`config.mk`:
```
export PLATFORM = sky130hd
export DESIGN_NAME = data_mem_arbiter
export DESIGN_NICKNAME = d
export VERILOG_FILES = /design/src/rtl/arb_pkg.sv /design/src/rtl/rr_pick2.sv /design/src/rtl/data_mem_arbiter.sv
export SDC_FILE = /design/constraint.sdc
export NUM_CORES = 1
export LEC_CHECK = 0
export CELL_PAD_IN_SITES_DETAIL_PLACEMENT = 1
export CELL_PAD_IN_SITES_GLOBAL_PLACEMENT = 2
export CORE_AREA = 2 2 159 161
export DETAILED_ROUTE_END_ITERATION = 7
export DIE_AREA = 0 0 161 163
export PLACE_DENSITY_LB_ADDON = 0.1
export SLEW_MARGIN = 10
export SYNTH_ARGS = -nofsm -noshare
export SYNTH_HDL_FRONTEND = slang
export SYNTH_SLANG_ARGS = --single-unit
```
`constraint.sdc`:
```
create_clock -name clock -period 1.35 [get_ports clock]
set_clock_uncertainty 0.05 [all_clocks]
set_input_delay 0.135 -clock clock [delete_from_list [all_inputs] [get_ports clock]]
set_output_delay 0.135 -clock clock [all_outputs]
set_load 0.05 [all_outputs]
```
`src/rtl/arb_pkg.sv`:
```
// Shared types and constants for the data memory arbiter.
package arb_pkg;

  // Arbiter transaction states
  typedef enum logic [1:0] {
    IDLE    = 2'd0,
    ISSUE   = 2'd1,
    WAIT_RD = 2'd2,
    DONE    = 2'd3
  } arb_state_t;

  // Requester identifiers
  localparam logic REQ_CORE  = 1'b0;
  localparam logic REQ_ACCEL = 1'b1;

  // Width of the performance counters
  localparam int CNT_WIDTH = 32;

endpackage

```
`src/rtl/rr_pick2.sv`:
```
// Two-way round-robin picker: a lone requester wins, a tie goes to the
// requester that was not served last.
module rr_pick2
  import arb_pkg::*;
(
  input  logic [1:0] req,
  input  logic       last,
  output logic       valid,
  output logic       winner
);

  // Select the winner among the active requesters
  always_comb begin
    valid  = |req;
    winner = req[1] ? REQ_ACCEL : REQ_CORE;
    if (req == 2'b11) begin
      winner = (last == REQ_CORE) ? REQ_ACCEL : REQ_CORE;
    end
  end

endmodule

```
`src/rtl/data_mem_arbiter.sv`:
```
// Shares one single-ported data memory between the core memory unit
// (requester 0) and the accelerator (requester 1). One transaction at a time,
// round-robin on ties, registered memory-side outputs and a one-cycle done
// pulse with read data back to the owner.
module data_mem_arbiter
  import arb_pkg::*;
#(
  parameter int CORE         = 0,
  parameter int DATA_WIDTH   = 32,
  parameter int ADDRESS_BITS = 20
) (
  input  logic                    clock,
  input  logic                    reset,
  input  logic                    c_req,
  input  logic                    c_we,
  input  logic [ADDRESS_BITS-1:0] c_addr,
  input  logic [DATA_WIDTH-1:0]   c_wdata,
  output logic                    c_done,
  output logic [DATA_WIDTH-1:0]   c_rdata,
  output logic                    c_busy,
  input  logic                    a_req,
  input  logic                    a_we,
  input  logic [ADDRESS_BITS-1:0] a_addr,
  input  logic [DATA_WIDTH-1:0]   a_wdata,
  output logic                    a_done,
  output logic [DATA_WIDTH-1:0]   a_rdata,
  output logic                    a_busy,
  output logic                    mem_req,
  output logic                    mem_we,
  output logic [ADDRESS_BITS-1:0] mem_addr,
  output logic [DATA_WIDTH-1:0]   mem_wdata,
  input  logic                    mem_ready,
  input  logic                    mem_rvalid,
  input  logic [DATA_WIDTH-1:0]   mem_rdata,
  input  logic                    report
);

  arb_state_t              state_reg;
  logic                    owner_reg;
  logic                    last_reg;
  logic                    we_q;
  logic [ADDRESS_BITS-1:0] addr_q;
  logic [DATA_WIDTH-1:0]   wdata_q;
  logic                    mem_req_reg;

  logic [CNT_WIDTH-1:0]    c_grants_reg;
  logic [CNT_WIDTH-1:0]    a_grants_reg;
  logic [CNT_WIDTH-1:0]    conflict_cycles_reg;

  logic [1:0]              req_vec;
  logic [1:0]              busy_vec;
  logic                    pick_valid;
  logic                    pick_winner;
  logic                    sel_we;
  logic [ADDRESS_BITS-1:0] sel_addr;
  logic [DATA_WIDTH-1:0]   sel_wdata;
  logic                    finish_now;

  assign req_vec = {a_req, c_req};

  rr_pick2 u_pick (
    .req    (req_vec),
    .last   (last_reg),
    .valid  (pick_valid),
    .winner (pick_winner)
  );

  assign sel_we    = (pick_winner == REQ_ACCEL) ? a_we    : c_we;
  assign sel_addr  = (pick_winner == REQ_ACCEL) ? a_addr  : c_addr;
  assign sel_wdata = (pick_winner == REQ_ACCEL) ? a_wdata : c_wdata;

  // The transaction completes on this edge: write accepted or read data back.
  // A stray mem_rvalid outside WAIT_RD never reaches here.
  assign finish_now = ((state_reg == ISSUE) && mem_ready && we_q) ||
                      ((state_reg == WAIT_RD) && mem_rvalid);

  // Memory-side outputs come straight from the latched request registers
  assign mem_req   = mem_req_reg;
  assign mem_we    = we_q;
  assign mem_addr  = addr_q;
  assign mem_wdata = wdata_q;

  // Transaction FSM: arbitrate in IDLE, hold the request in ISSUE, wait for
  // read data, then one DONE cycle before the port is free again
  always_ff @(posedge clock) begin
    if (!reset) begin
      state_reg   <= IDLE;
      owner_reg   <= REQ_CORE;
      last_reg    <= REQ_ACCEL;
      we_q        <= 1'b0;
      addr_q      <= '0;
      wdata_q     <= '0;
      mem_req_reg <= 1'b0;
    end else begin
      case (state_reg)
        IDLE: begin
          if (pick_valid) begin
            owner_reg   <= pick_winner;
            we_q        <= sel_we;
            addr_q      <= sel_addr;
            wdata_q     <= sel_wdata;
            mem_req_reg <= 1'b1;
            state_reg   <= ISSUE;
          end
        end
        ISSUE: begin
          if (mem_ready) begin
            mem_req_reg <= 1'b0;
            state_reg   <= we_q ? DONE : WAIT_RD;
          end
        end
        WAIT_RD: begin
          if (mem_rvalid) begin
            state_reg <= DONE;
          end
        end
        DONE: begin
          last_reg  <= owner_reg;
          state_reg <= IDLE;
        end
        default: begin
          mem_req_reg <= 1'b0;
          state_reg   <= IDLE;
        end
      endcase
    end
  end

  // Per-requester busy flag and registered completion pulse with read data
  for (genvar gi = 0; gi < 2; gi++) begin : g_port
    logic                  done_q;
    logic [DATA_WIDTH-1:0] rdata_q;
    logic                  owns;

    assign owns         = (state_reg != IDLE) && (owner_reg == 1'(gi));
    assign busy_vec[gi] = req_vec[gi] & ~owns;

    // Pulse done for exactly the DONE cycle; read data is zero for writes
    always_ff @(posedge clock) begin
      if (!reset) begin
        done_q  <= 1'b0;
        rdata_q <= '0;
      end else if (finish_now && (owner_reg == 1'(gi))) begin
        done_q  <= 1'b1;
        rdata_q <= we_q ? '0 : mem_rdata;
      end else begin
        done_q  <= 1'b0;
        rdata_q <= '0;
      end
    end
  end

  assign c_done  = g_port[0].done_q;
  assign c_rdata = g_port[0].rdata_q;
  assign c_busy  = busy_vec[0];
  assign a_done  = g_port[1].done_q;
  assign a_rdata = g_port[1].rdata_q;
  assign a_busy  = busy_vec[1];

  // Performance counters: grants per requester and cycles with someone stalled
  always_ff @(posedge clock) begin
    if (!reset) begin
      c_grants_reg        <= '0;
      a_grants_reg        <= '0;
      conflict_cycles_reg <= '0;
    end else begin
      if (state_reg == DONE) begin
        if (owner_reg == REQ_ACCEL) begin
          a_grants_reg <= a_grants_reg + 1'b1;
        end else begin
          c_grants_reg <= c_grants_reg + 1'b1;
        end
      end
      if (|busy_vec) begin
        conflict_cycles_reg <= conflict_cycles_reg + 1'b1;
      end
    end
  end

`ifndef SYNTHESIS
  // Print the counters on every cycle that report is held high
  always_ff @(posedge clock) begin
    if (reset && report) begin
      $display("data_mem_arbiter core %0d: c_grants=%0d a_grants=%0d conflict_cycles=%0d",
               CORE, c_grants_reg, a_grants_reg, conflict_cycles_reg);
    end
  end
`endif

endmodule

```
---- After elaboration in Yosys (flattened, before gate mapping) ----
Index checks and enable logic that the tools add are counted.
W data, S select, Z words.
storage, ports and cells
  bits in registers ....................... 124
  input bits .............................. 145
  output and inout bits ................... 122
  logic and storage cells ................. 57
operators by class
  equality and inequality tests ........... 7
  mux-type cells .......................... 17
  bitwise operators ....................... 5
  reduce and logical (&&, ||, !) cells .... 17
operators with widths
  kind                  count
  $mux W32              2
  $mux W20              1
  $mux W1               9
  $pmux W2 S4           1
  $logic_and A1 B1 Y1   7
  $eq A2 B2 Y1 const B  3
  $mux W2               3
  $ne A2 B2 Y1 const B  3
  $reduce_and A2 Y1     3
  $reduce_and A3 Y1     2
  $reduce_bool A2 Y1    2
  $not A1 Y1            3
  $and A1 B1 Y1         2
  $eq A2 B1 Y1 const B  1
  $logic_not A2 Y1      1
  $pmux W1 S2           1
  $reduce_or A2 Y1      1
  $logic_or A1 B1 Y1    1

---- Longest topological paths before layout ----
  depth in word-level cells ............... 6
  gate-level depth with buffers ........... 7
  gate-level depth less buffers ........... 5

---- Modules after synthesis ----
Synthesis repeated with hierarchy kept, for this count alone.
unflattened totals
  cell total of the unflattened synthesis .. 423
  area total of the unflattened synthesis .. 4728.3 um^2
by module, submodules not included
  module            times used  cells an instance  area each (um^2)
  data_mem_arbiter  1           421                4714.5
  rr_pick2          1           2                  13.8

---- Least setup slack after synthesis ----
No wires, ideal clock.
  path type ............................... register to register
  from .................................... register state_reg[0]
  to ...................................... register state_reg[0]
  setup time .............................. 59 ps
  data arrival time ....................... 1366 ps
  data required time ...................... 1241 ps
  setup slack ............................. -125 ps
  cell stages (with the launch flop) ...... 6
  buffers on the path ..................... 1
  period minus slack after synthesis ...... 1475 ps
  cells stage by stage .................... dfxtp_1 -> inv_1 -> ha_1 -> buf_2 -> a222oi_1 -> o221a_2
between the ends
  longest elaborated chain between the ends .. 3
  elaborated cells between the ends (all ways) .. 9
RTL lines
  item                                  line                     source
  start: declaration                    data_mem_arbiter.sv:38   arb_state_t state_reg;
  start signal: assignment              data_mem_arbiter.sv:109  state_reg <= we_q ? DONE : WAIT_RD;
  $eq A2 B2 Y1 (tied with other cells)  data_mem_arbiter.sv:95   case (state_reg)
  $ne A2 B2 Y1 (no line)                n/a
  $reduce_and A3 Y1 (no line)           n/a
Several ways; a longest one is shown, not always the timed one.
A chain may end at the register's enable or synchronous reset.

---- Final worst setup path ----
  from .................................... register state_reg[1]
  to ...................................... output port c_busy
between the ends
  longest elaborated chain between the ends .. 4
RTL lines
  item                 line                     source
  $reduce_bool A2 Y1   data_mem_arbiter.sv:135  assign owns = (state_reg != IDLE) && (owner_reg == 1'(gi));
  $logic_and A1 B1 Y1  data_mem_arbiter.sv:135
  $not A1 Y1           data_mem_arbiter.sv:136  assign busy_vec[gi] = req_vec[gi] & ~owns;
  $and A1 B1 Y1        data_mem_arbiter.sv:136
  end: declaration     data_mem_arbiter.sv:20   output logic c_busy,
No other way between the ends.

==> key figures <==
Status
  – Status: complete, but fails checks
  – Failing checks: setup timing

Placement
  – Routability congestion estimate: 0.7673
  – Pre-CTS setup slack: -0.2878 ns
  – Placed Area: a little under 9000 um^2
  – Post-DP HPWL: 13290 um
  – I/O Buffers: approximately 270

STA
  – Max-slew violation count: 0
  – Tmin final: 1.642 ns
  – Final period util: 121.6%
  – Fin. Hold Viols: 0
  – Fmax: 609.0 MHz
  – Slew margin rel.: 63.92%
  – Worst-Margin Slew: 0.5411 ns
  – RSZ-0062 raised after global routing: true
  – Final Setup Violations: 125
  – Worst setup margin: -0.2921 ns
  – Min Hold Slack: 0.2114 ns

Yosys
  – Syn avg cell area: 9.116 um^2
  – Netlist cell types: 27
  – Synth Instances: 476
  – Seq cells post-synth: 124
  – Sequential area share after synthesis: between 50% and 60%
  – Syn Nets: 625
  – Synth Warn #: 0
  – Mapped Area: ~4300 um^2

Critical path
  – Delay of the slowest cell on the worst path: 0.36 ns
  – Data required time of the worst path: between 1 and 1.5 ns
  – Critical Path AT: 1.46 ns
  – CP Max Fanout: 4
  – Crit start category: flip-flop
  – Worst-path cell chain: inv_4 > ha_4 > buf_6 > o21a_1 > buf_12
  – RR Endpoint: mem_addr[4]$_SDFFE_PN0P_
  – RR Startpoint: state_reg[1]$_SDFFE_PN0P_
  – Critical Path End Type: output port
  – Critical path class: reg -> out
  – Slowest stage cell on the critical path: dfxtp_4
  – Reg2reg setup slack: -0.26 ns
  – R2R depth: 9

Drt
  – DRT iter0 DRCs: 145
  – Post-DR wirelength/cell: 18.52 um
  – Vias per inst: 4.057
  – Via Count: 4572
  – DR DRC count: 0
  – Drt first pass iters: 4
  – Post-DRT Antenna Nets: 0
  – Post-Route WL: 20870 um

Power
  – Pwr dens: around 2000 nW/um^2
  – Peak supply drop: 0.8494 mV
  – Total Power: 20.93 mW
  – Leak: ~4.1 nW

GRT
  – Vias in the first global route: around 5000
  – Grt ovf: 0
  – First-pass GRT wire length: 30150 um
  – GRT Total Usage: 15.30%
  – Antenna violations before repair: 0
  – Largest net degree at the start of global routing: 42

Flow run
  – Max-cap violations: 0

Floorplanning
  – Die ar.: 26240 um^2
  – Die width: 161 um
  – Starting Density: 17.59%
  – # rows: 58
  – Die height: 163 um
  – Core ar.: ~25000 um^2
  – IO Pins: 267

Layout
  – Layout area overhead: 138.9%
  – Fin util: 42.01%
  – Layout cells sized above 1: 37.77%
  – Most common cell after layout, fill and taps aside: clkdlybuf4s50_1
  – Antenna Cells: 0
  – Nets@finish: 933
  – Design area: 10360 um^2
  – Most frequent cells in the layout: clkdlybuf4s50_1, buf_12, dfxtp_1

Worst hold path
  – Hold_sp: c_wdata[27]
  – WHS Path Cells: 3
  – Hold Crit Class: in -> reg
  – WHS Endpoint: mem_wdata[27]$_SDFFE_PN0P_

Clocking
  – Clock transition at path regs: ~0.070 ns
  – Sink Count: 124
  – Root buf cell: clkbuf_16
  – Clock latency on the worst-skew pair: 0.41 ns
  – H-tree levels: 4
  – Num CTS Buffers: 17
  – Clock tree buffer depth: 2
  – Post-CTS Hold Buffers: 0
  – CTS tree: built
-- stage by stage --
stage / std cells / setup TNS [ns]
2_1_floorplan: 476 / -0.01724
3_3_place_gp: 1061 / -21.00
3_5_place_dp: 1061 / -23.18
4_1_cts: 1115 / -23.05
5_1_grt: 1127 / -32.78
6_report: 1127 / -23.15
-- timing repair --
| action | 4_1_cts | 5_1_grt |
|---|---|---|
| gates resized for setup | 103 | 57 |
| buffers inserted | 12 | 7 |
| pin swaps | 19 | 20 |
| cloned | 10 | 6 |
| setup endpoints to repair | 123 | 125 |
-- cell usage after synthesis --
cell / instances / area [um^2]
dfxtp_1: 124 / 2482
a21oi_1: 107 / 535.5
and2_1: 64 / 400.4
nand2_1: 59 / 221.5
o21ai_0: 55 / 275.3
buf_2: 13 / 65.06
clkbuf_1: 11 / 41.29
clkbuf_2: 7 / 35.03
buf_4: 5 / 37.54
inv_1: 5 / 18.77
nor2_1: 5 / 18.77
ha_1: 4 / 50.05
mux2i_1: 2 / 20.02
o21a_1: 2 / 15.01
a21bo_2: 1 / 10.01
a21boi_4: 1 / 18.77
a221o_1: 1 / 10.01
a222oi_1: 1 / 10.01
a22oi_1: 1 / 7.510
a32o_1: 1 / 10.01
nand3_1: 1 / 5.000
nand3b_1: 1 / 7.510
nand4b_1: 1 / 8.760
nor2b_1: 1 / 6.260
o21a_2: 1 / 8.760
o21ai_2: 1 / 8.760
o221a_2: 1 / 11.26
-- metal layers --
metal / up-vias / routed length (um) / GRT usage (%)
li1: 2229 / - / -
met1: 2192 / 8881 / 18.48
met2: 142 / 10520 / 26.16
met3: 9 / 1348 / 5.653
met4: 0 / 119 / 3.084
met5: - / 0 / 0
-- final cells by class --
class,count,area (um^2)
clock buffer,17,425.4
clock inverter,15,161.4
fill,2615,14310
inverter,5,21.27
multi-input combinational,311,2054
sequential,124,2489
tap,330,412.9
timing repair buffer,325,4801
-- worst max path at each step --
stage | slack [ns] | endpoint | start
final | -0.29 | c_busy | state_reg[1]$_SDFFE_PN0P_
after global routing | -0.35 | c_busy | state_reg[1]$_SDFFE_PN0P_
after detailed placement | -0.29 | mem_addr[4]$_SDFFE_PN0P_ | c_req
after floorplan | -0.02 | state_reg[0]$_SDFFE_PN0P_ | state_reg[0]$_SDFFE_PN0P_
after CTS | -0.30 | a_busy | state_reg[1]$_SDFFE_PN0P_
after global placement | -0.23 | mem_wdata[18]$_SDFFE_PN0P_ | c_req
-- report_power, final --
group | switching [mW] | leakage, nW | internal [mW]
Sequential | 0.748 | 1.01 | 4.33
Combinational | 5.38 | 2.83 | 5.89
Clock | 1.83 | 0.289 | 2.75
-- critical path: cells and delay by family, from the launching register on --
| family | cells | cell delay, ns |
|---|---|---|
| flops | 1 | 0.36 |
| fa+ha+maj | 1 | 0.16 |
| buf+inv | 3 | 0.31 |
| compound gates | 1 | 0.22 |
-- cells by family (layout without fill, tap and decap cells) --
kind of cell / after synthesis / count (layout) / share of synthesized area (%)
adder cells (fa/ha/maj): 4 / 4 / 1.153
AND/OR/NAND/NOR: 132 / 132 / 15.40
flip-flops: 124 / 124 / 57.21
buffers and inverters: 41 / 362 / 4.556
AO/OA/AOI/OAI: 173 / 173 / 21.22
multiplexers: 2 / 2 / 0.4614
Power figures use the tool's default switching activity.
==> patch 1, RTL diff (same flow settings) <==
Change the parameter `DATA_WIDTH` from 32 to 40.
--- a/src/rtl/data_mem_arbiter.sv
+++ b/src/rtl/data_mem_arbiter.sv
@@ -8,3 +8,3 @@
   parameter int CORE         = 0,
-  parameter int DATA_WIDTH   = 32,
+  parameter int DATA_WIDTH   = 40,
   parameter int ADDRESS_BITS = 20
Interface: changed (6 resized); port bits go from 267 to 315. The function was not compared with the original's and may differ.
==> patch 1 against the unedited design <==
The flow still finishes with violations (setup timing). Hold slack lost 0.027 ns. Die area is the same. Design area grew 19%. First-iteration DRC count grew 37%. Area after synthesis grew 17%. Wire length grew 24%. Power grew 14%. Sequential cell count grew 24. Synthesized cell count grew 16%. Setup slack lost 0.0034 ns. Register-to-register slack lost 0.03 ns. Highest routed layer unchanged.
==> patch 1: results (changes against the unedited design) <==
* Status: finished with violations
- The final reports fail on setup timing.
- The count of buffers from port buffering is 313 (+18%).
- The fraction of final layout cells with drive strength greater than 1 is 44.1% (+6.3 points).
- Weighted congestion reported at the end of routability-driven placement: 0.738 (-3.8%)
- The number of violations reported at the end of detailed-routing iteration 0 came to 198 (+37%).
* Cell types with the largest area share after synthesis: dfxtp_1 58%, a21oi_1 12%, and2_1 9.8%
- The number of instances in the synthesized netlist came to 554 (+16%).
- Wire length of the first global-routing pass: 37.1 mm (+23%)
- The largest fanout of any net on the critical path was 3 (-1).
- The final net count was 1,095 (+17%).
* Detailed placer's ending HPWL: 15.3 mm (+15%)
- The number of distinct standard cells referenced by the synthesized netlist came to 26 (-3.7%).
- Highest ir drop seen on vdd: 0.000847 V (-0.33%)
- Setup Viol. Count Final: 149 (+19%)
- Share of synthesized area occupied by flip-flops and latches: 58.3% (+1.1 points)
- GRT Overall Usage: 18.8% (+3.5 points)
- Slack of the critical path: -0.295 ns (-0.00341 ns)
* Filler instances: 2,545 (-2.7%)
* Largest net degree at the start of global routing: 47 (+12%)
- Static leakage: 4.91 nW (+19%)
- Top cells by instance count after synthesis: 148 x dfxtp_1, 123 x a21oi_1, 80 x and2_1
* Number of global-route vias before repair: 6,132 (+22%)
- The cell internal power dissipation is 14.5 mW (+12%).
- The cell count after placement is 1,184 (+12%).
* WL final: 25.9 mm (+24%)
- The detail-routed via count per cell was 4.36 (+7.4%).
-- patch 1: worst paths after layout --
check	startpoint	to	slack [ns]	cells past startpoint
setup / recovery	state_reg[0]	c_busy	-0.30	5
setup reg to reg	state_reg[0]	a_rdata[18]	-0.29	9
hold / removal	reset	last_reg	0.18	3
hold reg to reg	mem_req	mem_req	0.45	2
-- patch 1: layout make-up --
type / instances / area, um2 / area share (%)
clock buffer: 17 / 425 / 3.45
clock inverter: 15 / 191 / 1.55
inverter: 5 / 21.3 / 0.172
multi-input combinational: 360 / 2540 / 20.6
sequential: 148 / 2970 / 24.1
tap: 330 / 413 / 3.35
timing repair buffer: 390 / 5770 / 46.8
-- patch 1: logic make-up after synthesis --
kind of cell | synth area share, %
AND/OR/NAND/NOR | 15.7
multiplexers | 0.394
adder cells (fa/ha/maj) | 0.985
buffers and inverters | 4.14
flip-flops | 58.3
AO/OA/AOI/OAI | 20.5
-- patch 1: per-layer routing --
metal | up-vias | track usage (%) | wire [um]
met3 | 17 | 5.19 | 1360
met5 | - | 0 | 0
li1 | 2607 | - | -
met2 | 161 | 34.2 | 13800
met4 | 0 | 4.46 | 263
met1 | 2726 | 21.8 | 10500
-- patch 1: what timing repair did --
action / CTS / global route
setup endpoints to repair: 147 / 149
buffers inserted: 29 / 6
gates resized for setup: 171 / 109
cloned: 21 / 8
pin swaps: 51 / 74
hold endpoints to repair: 0 / 0
-- patch 1: worst min-delay path: cells and delay by family --
| kind | cells | cell delay, ns |
|---|---|---|
| and+or+nand+nor | 1 | 0.10 |
| buffers and inverters | 2 | 0.39 |
-- patch 1: metrics by stage --
stage	worst slack [ns]	util, %	power [mW]	TNS (ns)	area (um2)
6_report	-0.295	50.0	23.9	-31.29	12300
5_1_grt	-0.349	50.0	24.9	-40.43	12300
4_1_cts	-0.318	49.0	24.2	-29.72	12100
3_5_place_dp	-0.305	41.5	15.2	-30.14	10200
3_3_place_gp	-0.239	41.5	15.0	-24.64	10200
2_1_floorplan	-0.0276	-	10.1	-1.48	5100
-- patch 1: power groups by stage --
stage	combinational [mW]	clock [mW]	sequential, mW
CTS	13.1	5.16	5.94
floorplan	2.12	0	7.95
detailed placement	9.23	0	5.97
global placement	9.07	0	5.93
finish	12.9	5.00	5.94
global route	13.5	5.32	6.04
==> patch 2, RTL diff (same flow settings) <==
Made on the original files. Re-encode `arb_state_t` (4 states) as one-hot, 4 bits wide.
--- a/src/rtl/arb_pkg.sv
+++ b/src/rtl/arb_pkg.sv
@@ -4,7 +4,7 @@
   // Arbiter transaction states
-  typedef enum logic [1:0] {
-    IDLE    = 2'd0,
-    ISSUE   = 2'd1,
-    WAIT_RD = 2'd2,
-    DONE    = 2'd3
+  typedef enum logic [3:0] {
+    IDLE    = 4'b0001,
+    ISSUE   = 4'b0010,
+    WAIT_RD = 4'b0100,
+    DONE    = 4'b1000
   } arb_state_t;
Check against the original RTL: same outputs for any inputs over 10 cycles, from zero or initial values and one cycle with reset low; not proved beyond that.
==> patch 2 against the unedited design <==
The flow still finishes with violations (setup timing). Synthesized cell count shrank 18%. Count of clock-buffer cells in the layout unchanged. Fmax is 16% lower. Sequential cell count is 2 higher. Design area grew 1.4%. Area after synthesis is 8.0% higher. Via count fell by 1.7%. Setup slack worse by 0.32 ns. Wire length decreased by 6.1%. Critical path type is now reg2reg.
Power is not compared: it rests on default switching activity, and its combinational part moved more than twofold at a synthesized area within 25%.
==> patch 2: results (changes against the unedited design) <==
- Endpoint type of the worst setup path: flip-flop
- The setup TNS came to -54.92 ns (-31.77 ns).
- Hold Crit Start: reset
* Synthesized Nets: 533 (-15%)
* Violations in the final reports: setup timing
- The initial antenna violation count came to 1 (+1).
* Cell types with the largest area share after synthesis: dfxtp_1 54%, o32a_1 11%, o221a_2 8.2%
* Highest routing layer actually used: met5
- The post-layout instance count excluding filler cells was 1,036 (-8.1%).
- The worst reg-to-reg path cell count was 7 (-2).
- Placed instance area: 9230 um2 (+5.6%)
* Post-CTS Hold Buffers: 1 (+1)
- Detailed-route wire length on metal 1: 8.08 mm (-9.0%)
- The global routing met3 resource utilization is 6.16% (+0.51 points).
* Number of placed cells counting well taps: 975 (-8.1%)
* Transition at the pin with the smallest max-transition slack: 0.345 ns (-0.196 ns)
- The final-layout worst hold slack was 0.184 ns (-0.0277 ns).
- Kind of cell adding the most delay to the critical path: simple AND/OR/NAND/NOR gates
- Top cells by instance count after synthesis: 126 x dfxtp_1, 61 x and2_1, 53 x o32a_1
- The number of violations reported at the end of detailed-routing iteration 0 was 168 (+16%).
* Detailed placer's ending HPWL: 13.4 mm (+0.97%)
- The number of distinct standard cells referenced by the synthesized netlist was 37 (+37%).
* Fraction of final layout cells sized beyond drive strength 1: 41.4% (+3.6 points)
- Post-route design area: 10,500 um2 (+1.4%)
- The number of instances in the synthesized netlist came to 388 (-18%).
* Global routing usage on met2: 24.4% (-1.7 points)
* Status: finished with violations
* Wire length of the first global-routing pass: 29.4 mm (-2.5%)
- The detail-routed via count per cell came to 4.34 (+7.0%).
- Met2 wirelength from detailed routing: 9.67 mm (-8.0%)
* Largest net degree at the start of global routing: 43 (+2.4%)
- The worst hold path cell count came to 4 (+1).
- The routed length on met3 was 1.56 mm (+16%).
- The longest individual stage delay on the worst path is 0.57 ns (+0.21 ns).
* GRT Overall Usage: 14.7% (-0.56 points)
* Weighted congestion reported at the end of routability-driven placement: 0.739 (-3.7%)
* Slack of the critical path: -0.607 ns (-0.315 ns)
- End of the worst register-to-register path: mem_wdata[29]
* Setup Viol. Count Final: 126 (+0.80%)
* Met1 routing resource usage after global routing: 17.3% (-1.2 points)
patch 2: changes by cell type after synthesis, sizes merged, moves of 4 or more:
cell / unedited run / this run
o21ai: 56 / 0
o32a: 0 / 53
ha: 4 / 0
o221a: 1 / 53
nand2: 59 / 5
clkbuf: 18 / 26
a21oi: 107 / 4
patch 2: layout make-up:
type / instances / area share [%]
tap: 330 / 3.93
sequential: 126 / 24.1
multi-input combinational: 215 / 19.9
clock buffer: 17 / 4.05
inverter: 2 / 0.0714
clock inverter: 15 / 2.12
timing repair buffer: 331 / 45.9
patch 2: where the power goes:
part           switching [mW]  internal (mW)
registers               0.368           4.03
logic                    2.08           2.62
clock network            1.95           3.17
patch 2: cell families (layout without fill, tap and decap cells):
family	Yosys count	after routing	share of synthesized area, %
multiplexers	1	1	0.214
flip-flops	126	126	53.8
buffers and inverters	47	365	6.06
AND/OR/NAND/NOR	95	95	13.8
AO/OA/AOI/OAI	119	119	26.0
